$ cat src/rtl/phased_way_ctrl.sv
// phased_way_ctrl: sequencing controller for an 8-way phased cache data path.
// One lookup at a time. Phase 1 reads all tag ways; phase 2 enables only the
// hit way's data array through a one-hot select. A miss picks a round-robin
// victim, issues a refill request and waits for refill_done.
//
// Ports:
//   clk, rst_n                  clock, asynchronous active-low reset
//   req_valid/req_ready/req_addr   core-side lookup request
//   tag_rd_en, tag_addr, tag_hit   tag array strobe, latched address, match vector
//   data_rd_en, data_way_sel, data_rdata   data array strobe, one-hot way, read data
//   refill_req, refill_way, refill_done    miss refill handshake
//   resp_valid/resp_ready, resp_hit, resp_err, resp_way, resp_data   response
//
// Optional build macro PHASED_PERF_CNT_EN adds saturating 16-bit counters
// perf_hits, perf_misses and perf_errs, bumped once per response handshake.
module phased_way_ctrl #(
  parameter int unsigned ADDR_W = 32,
  parameter int unsigned DATA_W = 32
) (
  input  logic              clk,
  input  logic              rst_n,
  input  logic              req_valid,
  output logic              req_ready,
  input  logic [ADDR_W-1:0] req_addr,
  output logic              tag_rd_en,
  output logic [ADDR_W-1:0] tag_addr,
  input  logic [7:0]        tag_hit,
  output logic              data_rd_en,
  output logic [7:0]        data_way_sel,
  input  logic [DATA_W-1:0] data_rdata,
  output logic              refill_req,
  output logic [7:0]        refill_way,
  input  logic              refill_done,
  output logic              resp_valid,
  input  logic              resp_ready,
  output logic              resp_hit,
  output logic              resp_err,
  output logic [2:0]        resp_way,
  output logic [DATA_W-1:0] resp_data
`ifdef PHASED_PERF_CNT_EN
  ,
  output logic [15:0]       perf_hits,
  output logic [15:0]       perf_misses,
  output logic [15:0]       perf_errs
`endif
);

  typedef enum logic [2:0] {
    StIdle,
    StTagRd,
    StTagCmp,
    StDataRd,
    StDataCap,
    StMiss,
    StResp
  } state_e;

  state_e              state_q;
  logic [ADDR_W-1:0]   addr_q;
  logic [2:0]          way_q;
  logic [2:0]          victim_q;
  logic                resp_hit_q;
  logic                resp_err_q;
  logic [2:0]          resp_way_q;
  logic [DATA_W-1:0]   resp_data_q;

  // Tag-match classification. x & (x-1) clears the lowest set bit, so a
  // non-zero result means at least two ways matched.
  logic       hit_none;
  logic       hit_multi;
  logic [2:0] hit_idx;

  always_comb begin
    hit_none  = (tag_hit == 8'h00);
    hit_multi = |(tag_hit & (tag_hit - 8'd1));
    hit_idx   = 3'd0;
    for (int i = 0; i < 8; i++) begin
      if (tag_hit[i]) hit_idx = 3'(i);
    end
  end

  always_ff @(posedge clk or negedge rst_n) begin
    if (!rst_n) begin
      state_q     <= StIdle;
      addr_q      <= '0;
      way_q       <= '0;
      victim_q    <= '0;
      resp_hit_q  <= 1'b0;
      resp_err_q  <= 1'b0;
      resp_way_q  <= '0;
      resp_data_q <= '0;
    end else begin
      unique case (state_q)
        StIdle: begin
          if (req_valid) begin
            addr_q  <= req_addr;
            state_q <= StTagRd;
          end
        end
        StTagRd: state_q <= StTagCmp;
        StTagCmp: begin
          if (hit_none) begin
            state_q <= StMiss;
          end else if (hit_multi) begin
            resp_err_q <= 1'b1;
            resp_hit_q <= 1'b0;
            resp_way_q <= '0;
            state_q    <= StResp;
          end else begin
            way_q      <= hit_idx;
            resp_way_q <= hit_idx;
            state_q    <= StDataRd;
          end
        end
        StDataRd: state_q <= StDataCap;
        StDataCap: begin
          resp_data_q <= data_rdata;
          resp_hit_q  <= 1'b1;
          state_q     <= StResp;
        end
        StMiss: begin
          if (refill_done) begin
            resp_way_q <= victim_q;
            resp_hit_q <= 1'b0;
            victim_q   <= victim_q + 3'd1;  // wraps 7 -> 0
            state_q    <= StResp;
          end
        end
        StResp: begin
          if (resp_ready) begin
            resp_hit_q  <= 1'b0;
            resp_err_q  <= 1'b0;
            resp_data_q <= '0;
            state_q     <= StIdle;
          end
        end
        default: state_q <= StIdle;
      endcase
    end
  end

  // Strobes decode from state only, so reset removes them without a clock.
  assign req_ready    = (state_q == StIdle);
  assign tag_rd_en    = (state_q == StTagRd);
  assign tag_addr     = addr_q;
  assign data_rd_en   = (state_q == StDataRd);
  assign data_way_sel = data_rd_en ? (8'd1 << way_q) : 8'h00;
  assign refill_req   = (state_q == StMiss);
  assign refill_way   = refill_req ? (8'd1 << victim_q) : 8'h00;
  assign resp_valid   = (state_q == StResp);
  assign resp_hit     = resp_hit_q;
  assign resp_err     = resp_err_q;
  assign resp_way     = resp_way_q;
  assign resp_data    = resp_data_q;

`ifdef PHASED_PERF_CNT_EN
  logic [15:0] perf_hits_q;
  logic [15:0] perf_misses_q;
  logic [15:0] perf_errs_q;
  logic        resp_fire;

  assign resp_fire = resp_valid && resp_ready;

  always_ff @(posedge clk or negedge rst_n) begin
    if (!rst_n) begin
      perf_hits_q   <= '0;
      perf_misses_q <= '0;
      perf_errs_q   <= '0;
    end else if (resp_fire) begin
      if (resp_err_q) begin
        if (perf_errs_q != 16'hFFFF) perf_errs_q <= perf_errs_q + 16'd1;
      end else if (resp_hit_q) begin
        if (perf_hits_q != 16'hFFFF) perf_hits_q <= perf_hits_q + 16'd1;
      end else begin
        if (perf_misses_q != 16'hFFFF) perf_misses_q <= perf_misses_q + 16'd1;
      end
    end
  end

  assign perf_hits   = perf_hits_q;
  assign perf_misses = perf_misses_q;
  assign perf_errs   = perf_errs_q;
`endif

endmodule

$ cat config.mk
export PLATFORM = sky130hd
export DESIGN_NAME = phased_way_ctrl
export DESIGN_NICKNAME = d
export VERILOG_FILES = /design/src/rtl/phased_way_ctrl.sv
export SDC_FILE = /design/constraint.sdc
export NUM_CORES = 1
export LEC_CHECK = 0
export CELL_PAD_IN_SITES_DETAIL_PLACEMENT = 1
export CELL_PAD_IN_SITES_GLOBAL_PLACEMENT = 1
export CORE_MARGIN = 2
export CORE_UTILIZATION = 31
export CTS_CLUSTER_DIAMETER = 120
export CTS_CLUSTER_SIZE = 28
export DETAILED_ROUTE_END_ITERATION = 6
export PLACE_DENSITY_LB_ADDON = 0.08
export SLEW_MARGIN = 20
export SYNTH_ARGS = -nofsm -noshare
export SYNTH_HDL_FRONTEND = slang
export SYNTH_SLANG_ARGS = --single-unit
export TNS_END_PERCENT = 50
$ cat constraint.sdc
create_clock -name clk -period 2.1 [get_ports clk]
set_clock_uncertainty 0.2 [all_clocks]
set_input_delay 0.315 -clock clk [delete_from_list [all_inputs] [get_ports clk]]
set_output_delay 0.315 -clock clk [all_outputs]
set_load 0.05 [all_outputs]
* Yosys cells after proc, flatten, opt, wreduce, memory -nomap -nowiden *
Index checks and enable logic that the tools add are counted.

storage, ports and cells
  register bits = 78
  latch bits = 0
  RAM bits = 0
  memory bits (read-only) = 0
  bits of input ports = 77
  memories = 0

cells by class
  $add $sub $neg = 2
  $mul = 0
  div/mod/pow operators = 0
  order comparisons = 0
  equal/unequal tests = 11
  shift operators = 2
  mux-type cells = 29
  bitwise logic cells = 3
  reductions and logical operators = 15

operator list
  operator             count
  $pmux 32 s2          1
  $mux 3               13
  $mux 32              1
  $pmux 3 s7           1
  $mux 8               2
  $shl 1x3->8 const A  2
  $eq 3x3->1 const B   3
  $reduce_and 3->1     3
  $and 8x8->8          1
  $logic_not 8->1      1
  $reduce_or 8->1      1
  $sub 8x1->8 const B  1
  $mux 1               7
  $eq 3x2->1 const B   2
  $ne 2x2->1 const B   3
  $pmux 3 s2           1
  $reduce_and 2->1     3
  $reduce_bool 2->1    3
  $reduce_and 5->1     1
  $ne 2x1->1 const B   2
  $pmux 1 s4           1
  $reduce_and 4->1     1
  $reduce_bool 4->1    1
  $add 3x1->3 const B  1
  other kinds (5)      6

* Longest topological paths before layout *
  depth in word-level cells = 10
  gate-level depth with buffers = 7
  depth with buffers taken out = 7

* Least setup slack after synthesis *
Ideal clock, no wire load.

  path kind = register -> output
  from = register state_q[2]
  to = output port data_way_sel[4]
  arrival = 3285 ps
  slack = -1700 ps
  cell stages (with the launch flop) = 5
  buffers on the path = 1
  path through = dfrtp_1 -> clkbuf_1 -> nor3b_1 -> nand2_1 -> nor3_1

between the ends
  longest elaborated chain between the ends = 2

ends and longest elaborated chain
  what                    line  text
  from (decl)             58    state_e state_q;
  from (signal assigned)  84    state_q <= StIdle;
  from (signal assigned)  97    state_q <= StTagRd;
  from (signal assigned)  100   StTagRd: state_q <= StTagCmp;
  $eq 3x2->1              146   assign data_rd_en = (state_q == StDataRd);
  net data_rd_en          28    output logic data_rd_en,
  $mux 8                  147   assign data_way_sel = data_rd_en ? (8'd1 << way_q) : 8'h00;
  to (decl)               29    output logic [7:0] data_way_sel,

The timed path passes the listed nets, and every way through them passes these cells.

* Worst setup path in the final report *
  from = register state_q[2]
  to = output port data_way_sel[7]

between the ends
  longest elaborated chain between the ends = 2

ends and longest elaborated chain
  what        line
  $eq 3x2->1  146
  $mux 8      147

Every way passes these cells.

==> out/metrics.csv <==
stage,metric,value,unit
outcome,status,"complete, but fails checks",
outcome,violations,negative setup slack,
sta,min_period,2.14,ns
sta,holdWs,0.256,ns
logic_synthesis,netlist_top_cells_area,"dfrtp_1 (58%), mux2_2 (8.6%), a22o_1 (8.3%)",
sta,period_share,1.02,
place,hpwl,7800,um
clocking,clkLatencyLatePin,0.35,ns
clocking,path_clk_slew,0.08,ns
logic_synthesis,yosysSeqAreaShare,0.575,
setup_path,crit_type,register to output pin,
logic_synthesis,synth.most_common_cell,dfrtp_1,
route,routedWlPerCell,17.7,um
clocking,clockBufferDepth,2,
grt,groute.usage.overall,0.187,
floorplan,core_area,10700,um^2
route,drt_iter0_drc,93,
sta,rsz0062_at_grt,true,
setup_path,setup.worst_path.end_class,output pin,
route,drtPass1Iterations,4,
route,ant_nets,0,
clocking,htreeDepth,3,
setup_path,cp_cell_sequence,nor3b_4 > nand2_4 > buf_6 > nor2_4 > buf_12,
setup_path,r2r-end,victim_q[1],
finish,multi_input_area,1500,um^2
route,drc,0,
finish,regArea,1960,um^2
pwr,leakage,2.85,nW
clocking,cts_made_buffers,9,
grt,globalRouteOverflowTotal,0,
setup_path,critPathMaxStageDelay,0.44,ns
floorplan,die_h,109,um
finish,area_growth,80.3,%
sta,finalHoldViolations,0,
setup_path,rrSetupSlack,0.09,ns
setup_path,path_buf_inv,2,
clocking,cts_sinks,78,
logic_synthesis,async_flop_share,1.00,
logic_synthesis,synth.top_cell.area_share,0.575,
floorplan,die_x,109,um
route,routed_wirelength,10800,um
setup_path,cp_top_family,simple AND/OR/NAND/NOR gates,
sta,slew_headroom,0.628,
sta,setup_viol,5,
logic_synthesis,synth-edff-count,0,
finish,finalNonFillerCells,609,
finish,antenna_cells,0,
floorplan,ios,167,
route,vias,2947,
min_path,hp-class,input port to async pin,
logic_synthesis,syn_area,3390,um^2
place,dp.cells,580,
floorplan,rows,38,
job,cap_violations,0,
place,gp_congestion,0.771,
logic_synthesis,synthFlopType,dfrtp_1,
setup_path,cp.depth,5,
finish,fin_nets,547,
sta,maxSlewViolCount,0,
setup_path,critical_path.endpoint,data_way_sel[7],
grt,antenna_found_initial,0,
logic_synthesis,postSynthCellCount,268,
sta,max_freq,467,MHz
clocking,cts_root_buf,clkbuf_8,
setup_path,worstPathMaxFanout,3,
finish,drive_above_1_share,0.309,
setup_path,startpoint,state_q[2],
floorplan,initial_core_util,0.316,
logic_synthesis,syn_nets,351,
grt,grt_start_max_net_pins,46,
sta,tightest_slew,0.556,ns
logic_synthesis,synth.avg_cell_area,12.7,um^2
sta,fin_ws,-0.0396,ns
logic_synthesis,yosysWarnings,0,
pwr,ir_drop,0.772,mV
route,viasPerCell,4.84,
clocking,tritoncts,built,
setup_path,ff2ff_path_depth,7,
setup_path,start_kind,register,
logic_synthesis,yosysTopAreaCell,dfrtp_1,
logic_synthesis,ys_ff_latch,78,
logic_synthesis,synth.distinct_cells,43,
place,portBuffers,166,
grt,grt_pass1_wl,16800,um
setup_path,worstPathArrival,1.62,ns
floorplan,die_area,11800,um^2
setup_path,slowest_stage,dfrtp_2,
finish,num-fill-cells,1089,
logic_synthesis,synthTopCellsByCount,"dfrtp_1 (78), a22o_1 (32), mux2_2 (26)",
setup_path,required,1.58,ns
pwr,power.density,1640,nW/um^2
grt,first_global_vias,3146,
setup_path,r2r_start,state_q[2],
==> kinds of logic (layout without fill, tap and decap cells) <==
family / count (synthesis) / count (layout) / share of synthesized area
DFF: 78 / 78 / 0.575
AOI/OAI and AO/OA: 62 / 62 / 0.140
and+or+nand+nor: 61 / 61 / 0.102
muxes: 36 / 36 / 0.123
buffers and inverters: 22 / 223 / 0.0295
adders and majority gates: 7 / 7 / 0.0251
xor gates and xnor gates: 2 / 2 / 0.00516
==> worst register-to-register path, delay by kind of cell (launching register included) <==
kind	cells	cell delay (ns)
multiplexers	1	0.36
buffers and inverters	4	0.61
AND/OR/NAND/NOR	2	0.30
flip-flops	1	0.44
==> repair_timing <==
item                                    4_1_cts  5_1_grt
endpoints found under the hold margin        33        0
endpoints found under the setup margin       19       43
gates cloned                                  1        0
gates resized for setup                      21       30
buffers inserted                             10        1
pin swaps                                     5        2
hold buffers                                  1        0
==> worst min path at each step <==
stage                    to  cells past startpoint  startpoint
2_1_floorplan  resp_data[0]                      0       rst_n
3_3_place_gp   tag_addr[21]                      1       rst_n
3_5_place_dp   tag_addr[19]                      1       rst_n
4_1_cts        tag_addr[12]                      2       rst_n
5_1_grt        tag_addr[19]                      2       rst_n
6_report       tag_addr[20]                      2       rst_n
==> per-stage QoR <==
stage | util | setup WS (ns) | setup TNS, ns | instance area, um^2 | power [mW]
6_report | 0.569 | -0.0396 | -0.118 | 6120 | 10.0
5_1_grt | 0.569 | -0.126 | -1.15 | 6120 | 10.6
4_1_cts | 0.561 | -0.0654 | -0.306 | 6030 | 10.1
3_5_place_dp | 0.526 | -0.252 | -1.55 | 5650 | 8.66
3_3_place_gp | 0.526 | -0.175 | -0.961 | 5650 | 8.53
2_1_floorplan | - | -0.299 | -7.60 | 3500 | 6.45
==> area by class of cell <==
| type | instances | area share |
|---|---|---|
| clock inverter | 5 | 0.0129 |
| multi-input combinational | 168 | 0.246 |
| clock buffer | 11 | 0.0247 |
| timing repair buffer | 199 | 0.362 |
| tap | 140 | 0.0286 |
| inverter | 7 | 0.00470 |
| sequential | 78 | 0.320 |
| timing repair inverter | 1 | 0.00123 |
==> placed cells by master (no fill, tap or decap), types with 7 or more instances in the layout <==
master / n
a21oi_1: 7
a22o_1: 32
clkdlybuf4s50_1: 114
mux2_2: 26
mux2_1: 7
dfrtp_1: 74
clkbuf_8: 11
buf_4: 32
dlymetal6s2s_1: 25
buf_12: 24
nor2_4: 7
nor2_1: 8
nand2_1: 8
==> state kept, by name, indices dropped and copies added (netlist names) <==
signal / count
state_q: 3
resp_hit: 1
tag_addr: 32
resp_data: 32
resp_err: 1
resp_way: 3
victim_q: 3
way_q: 3
==> layer usage <==
metal  routed length (um)  vias to the layer above  GRT usage
met2                 5460                      100      0.311
met4                  146                        0     0.0568
met5                    0                        -          0
met3                  692                        9     0.0562
met1                 4500                     1482      0.236
li1                     -                     1356          -
==> where the power goes <==
| group | switching, mW | internal (mW) | leakage [nW] | total, mW |
|---|---|---|---|---|
| Clock | 0.575 | 0.735 | 0.120 | 1.31 |
| Sequential | 0.430 | 2.22 | 0.955 | 2.65 |
| Combinational | 3.76 | 2.31 | 1.78 | 6.07 |
No activity file was read; power rests on OpenSTA's default activity.
